### src/rtl/io_channels.sv
// io_channels: NCHAN loader-fed input FIFOs popped by a CPU request/ack port,
// and NCHAN CPU-written output FIFOs emptied through a valid/ready drain port.
// Optional feature macro: IO_CHANNELS_OVERWRITE_EN
//   defined   -> a write to a full output FIFO overwrites the oldest entry
//   undefined -> the write is dropped and the channel's sticky overflow flag is set
module io_channels #(
    parameter int unsigned WIDTH = 12,
    parameter int unsigned DEPTH = 16,
    parameter int unsigned NCHAN = 2,
    localparam int unsigned CW = (NCHAN > 1) ? $clog2(NCHAN) : 1,
    localparam int unsigned SW = $clog2(DEPTH + 1)
) (
    input  logic             i_clock,
    input  logic             i_reset,
    // loader side of the input FIFOs
    input  logic             i_ld_valid,
    input  logic [CW-1:0]    i_ld_chan,
    input  logic [WIDTH-1:0] i_ld_data,
    output logic             o_ld_ready,
    // CPU pop side of the input FIFOs
    input  logic             i_in_req,
    input  logic [CW-1:0]    i_in_chan,
    output logic [SW-1:0]    o_in_size,
    output logic [WIDTH-1:0] o_in_data,
    output logic             o_in_ack,
    output logic             o_in_empty,
    // CPU write side of the output FIFOs
    input  logic             i_out_valid,
    input  logic [CW-1:0]    i_out_chan,
    input  logic [WIDTH-1:0] i_out_data,
    // drain side of the output FIFOs
    input  logic [CW-1:0]    i_dr_chan,
    output logic             o_dr_valid,
    output logic [WIDTH-1:0] o_dr_data,
    input  logic             i_dr_ready,
    output logic [NCHAN-1:0] o_out_overflow
);

    localparam int unsigned AW = $clog2(DEPTH);
    localparam logic [SW-1:0] FULL = SW'(DEPTH);

    // per-channel views exported by the FIFO generate blocks
    logic [SW-1:0]    w_in_cnt   [NCHAN];
    logic [WIDTH-1:0] w_in_head  [NCHAN];
    logic [SW-1:0]    w_out_cnt  [NCHAN];
    logic [WIDTH-1:0] w_out_head [NCHAN];

    // per-channel strobes
    logic [NCHAN-1:0] w_ld_hit;
    logic [NCHAN-1:0] w_pop;
    logic [NCHAN-1:0] w_wr;
    logic [NCHAN-1:0] w_rd;
    logic [NCHAN-1:0] w_ovf;

    // channel-selected views
    logic             w_ld_ok;
    logic [SW-1:0]    w_ld_cnt;
    logic             w_in_ok;
    logic [SW-1:0]    w_in_sel_cnt;
    logic [WIDTH-1:0] w_in_sel_head;
    logic             w_dr_ok;
    logic [SW-1:0]    w_dr_cnt;
    logic [WIDTH-1:0] w_dr_head;
    logic             w_pop_any;

    logic [WIDTH-1:0] r_in_data;
    logic             r_in_ack;
    logic             r_in_empty;

    // Select the addressed channel for each port; out-of-range channels read as absent/empty.
    always_comb begin
        w_ld_ok       = 1'b0;
        w_ld_cnt      = '0;
        w_in_ok       = 1'b0;
        w_in_sel_cnt  = '0;
        w_in_sel_head = '0;
        w_dr_ok       = 1'b0;
        w_dr_cnt      = '0;
        w_dr_head     = '0;
        for (int c = 0; c < int'(NCHAN); c++) begin
            if (i_ld_chan == CW'(c)) begin
                w_ld_ok  = 1'b1;
                w_ld_cnt = w_in_cnt[c];
            end
            if (i_in_chan == CW'(c)) begin
                w_in_ok       = 1'b1;
                w_in_sel_cnt  = w_in_cnt[c];
                w_in_sel_head = w_in_head[c];
            end
            if (i_dr_chan == CW'(c)) begin
                w_dr_ok   = 1'b1;
                w_dr_cnt  = w_out_cnt[c];
                w_dr_head = w_out_head[c];
            end
        end
    end

    // Combinational handshakes; ld_ready looks only at the pre-edge count.
    assign o_ld_ready = w_ld_ok && (w_ld_cnt < FULL);
    assign o_in_size  = w_in_sel_cnt;
    assign w_pop_any  = i_in_req && w_in_ok && (w_in_sel_cnt != '0);
    assign o_dr_valid = w_dr_ok && (w_dr_cnt != '0);
    assign o_dr_data  = w_dr_head;

    genvar c;
    generate
        for (c = 0; c < int'(NCHAN); c++) begin : g_in_ch
            logic [WIDTH-1:0] r_mem [DEPTH];
            logic [AW-1:0]    r_wptr;
            logic [AW-1:0]    r_rptr;
            logic [SW-1:0]    r_cnt;

            assign w_ld_hit[c]  = i_ld_valid && o_ld_ready && (i_ld_chan == CW'(c));
            assign w_pop[c]     = w_pop_any && (i_in_chan == CW'(c));
            assign w_in_cnt[c]  = r_cnt;
            assign w_in_head[c] = r_mem[r_rptr];

            // Input FIFO storage, not reset.
            always_ff @(posedge i_clock) begin
                if (w_ld_hit[c] && !i_reset) begin
                    r_mem[r_wptr] <= i_ld_data;
                end
            end

            // Input FIFO pointers and count; simultaneous load and pop leave the count unchanged.
            always_ff @(posedge i_clock) begin
                if (i_reset) begin
                    r_wptr <= '0;
                    r_rptr <= '0;
                    r_cnt  <= '0;
                end else begin
                    if (w_ld_hit[c]) begin
                        r_wptr <= r_wptr + AW'(1);
                    end
                    if (w_pop[c]) begin
                        r_rptr <= r_rptr + AW'(1);
                    end
                    case ({w_ld_hit[c], w_pop[c]})
                        2'b10:   r_cnt <= r_cnt + SW'(1);
                        2'b01:   r_cnt <= r_cnt - SW'(1);
                        default: r_cnt <= r_cnt;
                    endcase
                end
            end
        end

        for (c = 0; c < int'(NCHAN); c++) begin : g_out_ch
            logic [WIDTH-1:0] r_mem [DEPTH];
            logic [AW-1:0]    r_wptr;
            logic [AW-1:0]    r_rptr;
            logic [SW-1:0]    r_cnt;
            logic             r_ovf;
            logic             w_full;
            logic             w_accept;
            logic             w_ovw;
            logic             w_drop;

            assign w_wr[c]       = i_out_valid && (i_out_chan == CW'(c));
            assign w_rd[c]       = i_dr_ready && o_dr_valid && (i_dr_chan == CW'(c));
            assign w_full        = (r_cnt == FULL);
            assign w_out_cnt[c]  = r_cnt;
            assign w_out_head[c] = r_mem[r_rptr];
            assign w_ovf[c]      = r_ovf;

`ifdef IO_CHANNELS_OVERWRITE_EN
            // Full without a drain: write anyway and push the oldest entry out.
            assign w_accept = w_wr[c];
            assign w_ovw    = w_wr[c] && w_full && !w_rd[c];
            assign w_drop   = 1'b0;
`else
            // Full without a drain: drop the write and flag it.
            assign w_accept = w_wr[c] && (!w_full || w_rd[c]);
            assign w_ovw    = 1'b0;
            assign w_drop   = w_wr[c] && w_full && !w_rd[c];
`endif

            // Output FIFO storage, not reset.
            always_ff @(posedge i_clock) begin
                if (w_accept && !i_reset) begin
                    r_mem[r_wptr] <= i_out_data;
                end
            end

            // Output FIFO pointers, count and sticky overflow flag.
            always_ff @(posedge i_clock) begin
                if (i_reset) begin
                    r_wptr <= '0;
                    r_rptr <= '0;
                    r_cnt  <= '0;
                    r_ovf  <= 1'b0;
                end else begin
                    if (w_accept) begin
                        r_wptr <= r_wptr + AW'(1);
                    end
                    if (w_rd[c] || w_ovw) begin
                        r_rptr <= r_rptr + AW'(1);
                    end
                    case ({w_accept && !w_ovw, w_rd[c]})
                        2'b10:   r_cnt <= r_cnt + SW'(1);
                        2'b01:   r_cnt <= r_cnt - SW'(1);
                        default: r_cnt <= r_cnt;
                    endcase
                    if (w_drop) begin
                        r_ovf <= 1'b1;
                    end
                end
            end
        end
    endgenerate

    assign o_out_overflow = w_ovf;

    // CPU pop response: ack every request one cycle later, empty holds between acks.
    always_ff @(posedge i_clock) begin
        if (i_reset) begin
            r_in_ack   <= 1'b0;
            r_in_empty <= 1'b0;
            r_in_data  <= '0;
        end else begin
            r_in_ack <= i_in_req;
            if (i_in_req) begin
                r_in_empty <= !w_pop_any;
            end
            if (w_pop_any) begin
                r_in_data <= w_in_sel_head;
            end
        end
    end

    assign o_in_ack   = r_in_ack;
    assign o_in_empty = r_in_empty;
    assign o_in_data  = r_in_data;

endmodule

### config.mk
export PLATFORM = sky130hd
export DESIGN_NAME = io_channels
export DESIGN_NICKNAME = d
export VERILOG_FILES = /design/src/rtl/io_channels.sv
export SDC_FILE = /design/constraint.sdc
export NUM_CORES = 1
export LEC_CHECK = 0
export CAP_MARGIN = 15
export CORE_MARGIN = 10
export CORE_UTILIZATION = 59
export CTS_CLUSTER_DIAMETER = 60
export DETAILED_ROUTE_END_ITERATION = 16
export DONT_BUFFER_PORTS = 1
export GPL_TIMING_DRIVEN = 0
export PLACE_DENSITY = 0.83
export REMOVE_ABC_BUFFERS = 1
export SKIP_CTS_REPAIR_TIMING = 1
export SYNTH_ARGS = -nofsm -noshare
export SYNTH_HDL_FRONTEND = slang
export SYNTH_SLANG_ARGS = --single-unit
### constraint.sdc
create_clock -name i_clock -period 4.15 [get_ports i_clock]
set_input_delay 0.415 -clock i_clock [delete_from_list [all_inputs] [get_ports i_clock]]
set_output_delay 0.415 -clock i_clock [all_outputs]
set_load 0.05 [all_outputs]
==> results.sh <==
export IMPL_outcome="completed"
export IMPL_power_density_mw_per_mm2=497
export IMPL_antenna_found_initial=0
export IMPL_maxCapViolations=0
export IMPL_cts_tree="built"
export IMPL_wl_per_cell_um=29.7
export IMPL_dpl_worst_slack_ns=0.782
export IMPL_synth_cells=1692
export IMPL_final_nets=1822
export IMPL_grt_overflow=0
export IMPL_ys_types=61
export IMPL_grt_pass1_vias=17000
export IMPL_grt_total_usage_pct=22.4
export IMPL_syn_area_per_cell_um2=19.9
export IMPL_ys_flop_type="edfxtp_1"
export IMPL_rsz0062_at_grt="false"
export IMPL_maxSlewViolCount=0
export IMPL_htree_num_levels=3
export IMPL_rows=87
export IMPL_skew_ns=0.0242
export IMPL_fmax_mhz=281
export IMPL_clk_pin_slew_ns=0.06
export IMPL_max_vdd_ir_drop_mv=0.435
export IMPL_fin_cells=2580
export IMPL_clkLatencyLatePin_ns=0.63
export IMPL_layout_drive_gt1_share_pct=27.0
export IMPL_routed_wl_mm=76.7
export IMPL_ys_seq_elements=852
export IMPL_syn_area_mm2=0.0336
export IMPL_critPathMaxFanout=36
export IMPL_min_path_type="in2reg"
export IMPL_vias=16900
export IMPL_numPortBuffers=0
export IMPL_final_setup_worst_slack_ns=0.587
export IMPL_period_minus_slack_ns=3.56
export IMPL_cts_buffer_depth=3
export IMPL_power_mw=19.0
export IMPL_die_h_um=259
export IMPL_final_core_util_pct=67.7
export IMPL_place_gp_congestion=0.795
export IMPL_first_pass_iters=6
export IMPL_synth_edf_count=768
export IMPL_start_util_pct=59.6
export IMPL_place_hpwl_mm=43.8
export IMPL_finalCritPeriodShare_pct=85.8
export IMPL_cp_start_kind="flip-flop"
export IMPL_drcViolationCount=0
export IMPL_crit_arrival_ns=3.15
export IMPL_diodes=0
export IMPL_dp_cells=2393
export IMPL_cts_buffers=83
export IMPL_die_area_mm2=0.0669
export IMPL_grt_pass1_wl_mm=112
export IMPL_hold_ws_ns=0.0128
export IMPL_top_layer_used="met4"
export IMPL_hold_viol=0
export IMPL_ios=69
export IMPL_setup_tns_ns=0
export IMPL_async_flop_share_pct=0
export IMPL_area_growth_pct=13.6
export IMPL_grt_max_degree=95
export IMPL_wl_met1_mm=27.6
export IMPL_ys_warn_count=0
export IMPL_max_slew_worst_pin_slew_ns=1.20
export IMPL_end_kind="output port"
export IMPL_setup_viol=0
export IMPL_detailed_place_area_mm2=0.0347
export IMPL_ant_nets=0
export IMPL_first_iter_violations=2139
export IMPL_path_class="reg2out"
export IMPL_wl_met2_mm=40.1
export IMPL_coreArea_mm2=0.0564
export IMPL_vias_per_cell=6.54
export IMPL_clkSinkCount=852
export IMPL_ys_seq_area_share_pct=73.7
export IMPL_die_w_um=259
export IMPL_clock_root_buffer="clkbuf_16"
export IMPL_cp_required_ns=3.73
export IMPL_power_leakage_nw=11.9
export IMPL_dr_wl_met3_mm=6.47
export IMPL_slew_headroom_pct=19.7
export IMPL_fin_area_mm2=0.0382
[layout make-up]
| class | instances | area [µm²] |
|---|---|---|
| Clock buffer | 105 | 2290 |
| Clock inverter | 44 | 557 |
| Fill cell | 3384 | 18200 |
| Inverter | 25 | 93.8 |
| Multi-Input combinational cell | 725 | 8400 |
| Sequential cell | 852 | 24800 |
| Tap cell | 756 | 946 |
| Timing Repair Buffer | 73 | 1100 |
[registers in the layout (all words and copies together), names as in the netlist, named ones only]
name and count:
g_in_ch.r_mem 384, g_out_ch.r_mem 384, o_in_data 12, g_in_ch.r_cnt 10, g_out_ch.r_cnt 10, g_in_ch.r_rptr 8, g_in_ch.r_wptr 8, g_out_ch.r_rptr 8
g_out_ch.r_wptr 8, g_out_ch.r_ovf 2, o_in_ack 1, o_in_empty 1
[where the power goes]
part           leakage, nW  switching, mW  internal (mW)
clock network         1.39           3.20           4.68
logic                 2.96          0.764          0.643
registers             7.60          0.244           9.43
[synthesized netlist by cell type (5+ instances only)]
library cell	number	area, µm²
nand2b_1	7	43.8
mux2_2	47	529
mux4_2	215	4840
and2_1	19	119
nor3_1	18	90.1
nand4_1	8	50.1
o21ai_0	8	40.0
xnor2_1	10	87.6
edfxtp_1	768	23100
inv_1	24	90.1
dfxtp_1	84	1680
nand3_1	16	80.1
a31oi_1	14	87.6
nor2b_1	10	62.6
mux2i_1	29	290
xor2_1	21	184
buf_6	6	67.6
nand2_1	55	206
nor4_1	8	50.1
buf_2	22	110
and3_1	6	37.5
o211ai_1	13	97.6
clkbuf_1	45	169
buf_1	15	56.3
a2bb2oi_1	5	43.8
nor2_1	100	375
a32oi_1	7	61.3
a21oi_1	20	100
ha_1	28	350
or3_1	8	50.1
[kinds of logic after synthesis]
family / synth area share [%]
DFF: 73.7
and+or+nand+nor: 3.91
adders and majority gates: 1.04
muxes: 17.0
AOI/OAI and AO/OA: 2.10
buffers and inverters: 1.52
xor gates and xnor gates: 0.808
[placed cells by master, fill, tap and decap left out, types with 5 or more instances in the layout]
| cell | instances |
|---|---|
| edfxtp_1 | 768 |
| mux4_2 | 215 |
| nor2_1 | 100 |
| clkbuf_16 | 87 |
| dfxtp_1 | 75 |
| nand2_1 | 55 |
| mux2_2 | 47 |
| mux2i_1 | 29 |
| ha_1 | 28 |
| buf_12 | 28 |
| inv_1 | 24 |
| xor2_1 | 21 |
| buf_6 | 21 |
| and2_1 | 19 |
| a21oi_1 | 19 |
| nand3_1 | 16 |
| clkinv_2 | 15 |
| a31oi_1 | 14 |
| buf_4 | 14 |
| o211ai_1 | 13 |
| clkbuf_1 | 13 |
| nor3_2 | 12 |
| bufinv_16 | 12 |
| nor2b_1 | 10 |
| xnor2_1 | 10 |
| nor4_1 | 8 |
| or3_1 | 8 |
| o21ai_0 | 8 |
| nand4_1 | 8 |
| nand2b_1 | 7 |
| a32oi_1 | 7 |
| nor3_1 | 6 |
| and3_1 | 6 |
| clkinv_1 | 6 |
| clkinvlp_4 | 6 |
| a2bb2oi_1 | 5 |
| dfxtp_2 | 5 |
| clkbuf_8 | 5 |
| buf_16 | 5 |
[layer usage]
| metal | GRT usage [%] | up-vias |
|---|---|---|
| met1 | 28.9 | 8764 |
| li1 | - | 7014 |
| met5 | 0 | - |
| met3 | 4.42 | 146 |
| met2 | 37.9 | 954 |
| met4 | 7.50 | 0 |
[path summary, 6_finish.rpt]
kind,to,slack (ns),depth (start not counted),from
min,g_out_ch[0].r_cnt[4],0.01,2,i_reset
max,o_dr_data[9],0.59,4,flip-flop
max reg2reg,g_in_ch[0].r_cnt[4],0.71,10,g_in_ch[0].r_cnt[1]
min reg2reg,flip-flop,0.51,2,g_in_ch[0].r_rptr[3]
[critical path, cell delays in order, from the launching register on]
cell     delay [ns]
dfxtp_4        0.54
buf_16         0.31
mux4_2         0.62
mux4_2         0.57
mux2_2         0.44
Power figures use the tool's default switching activity.
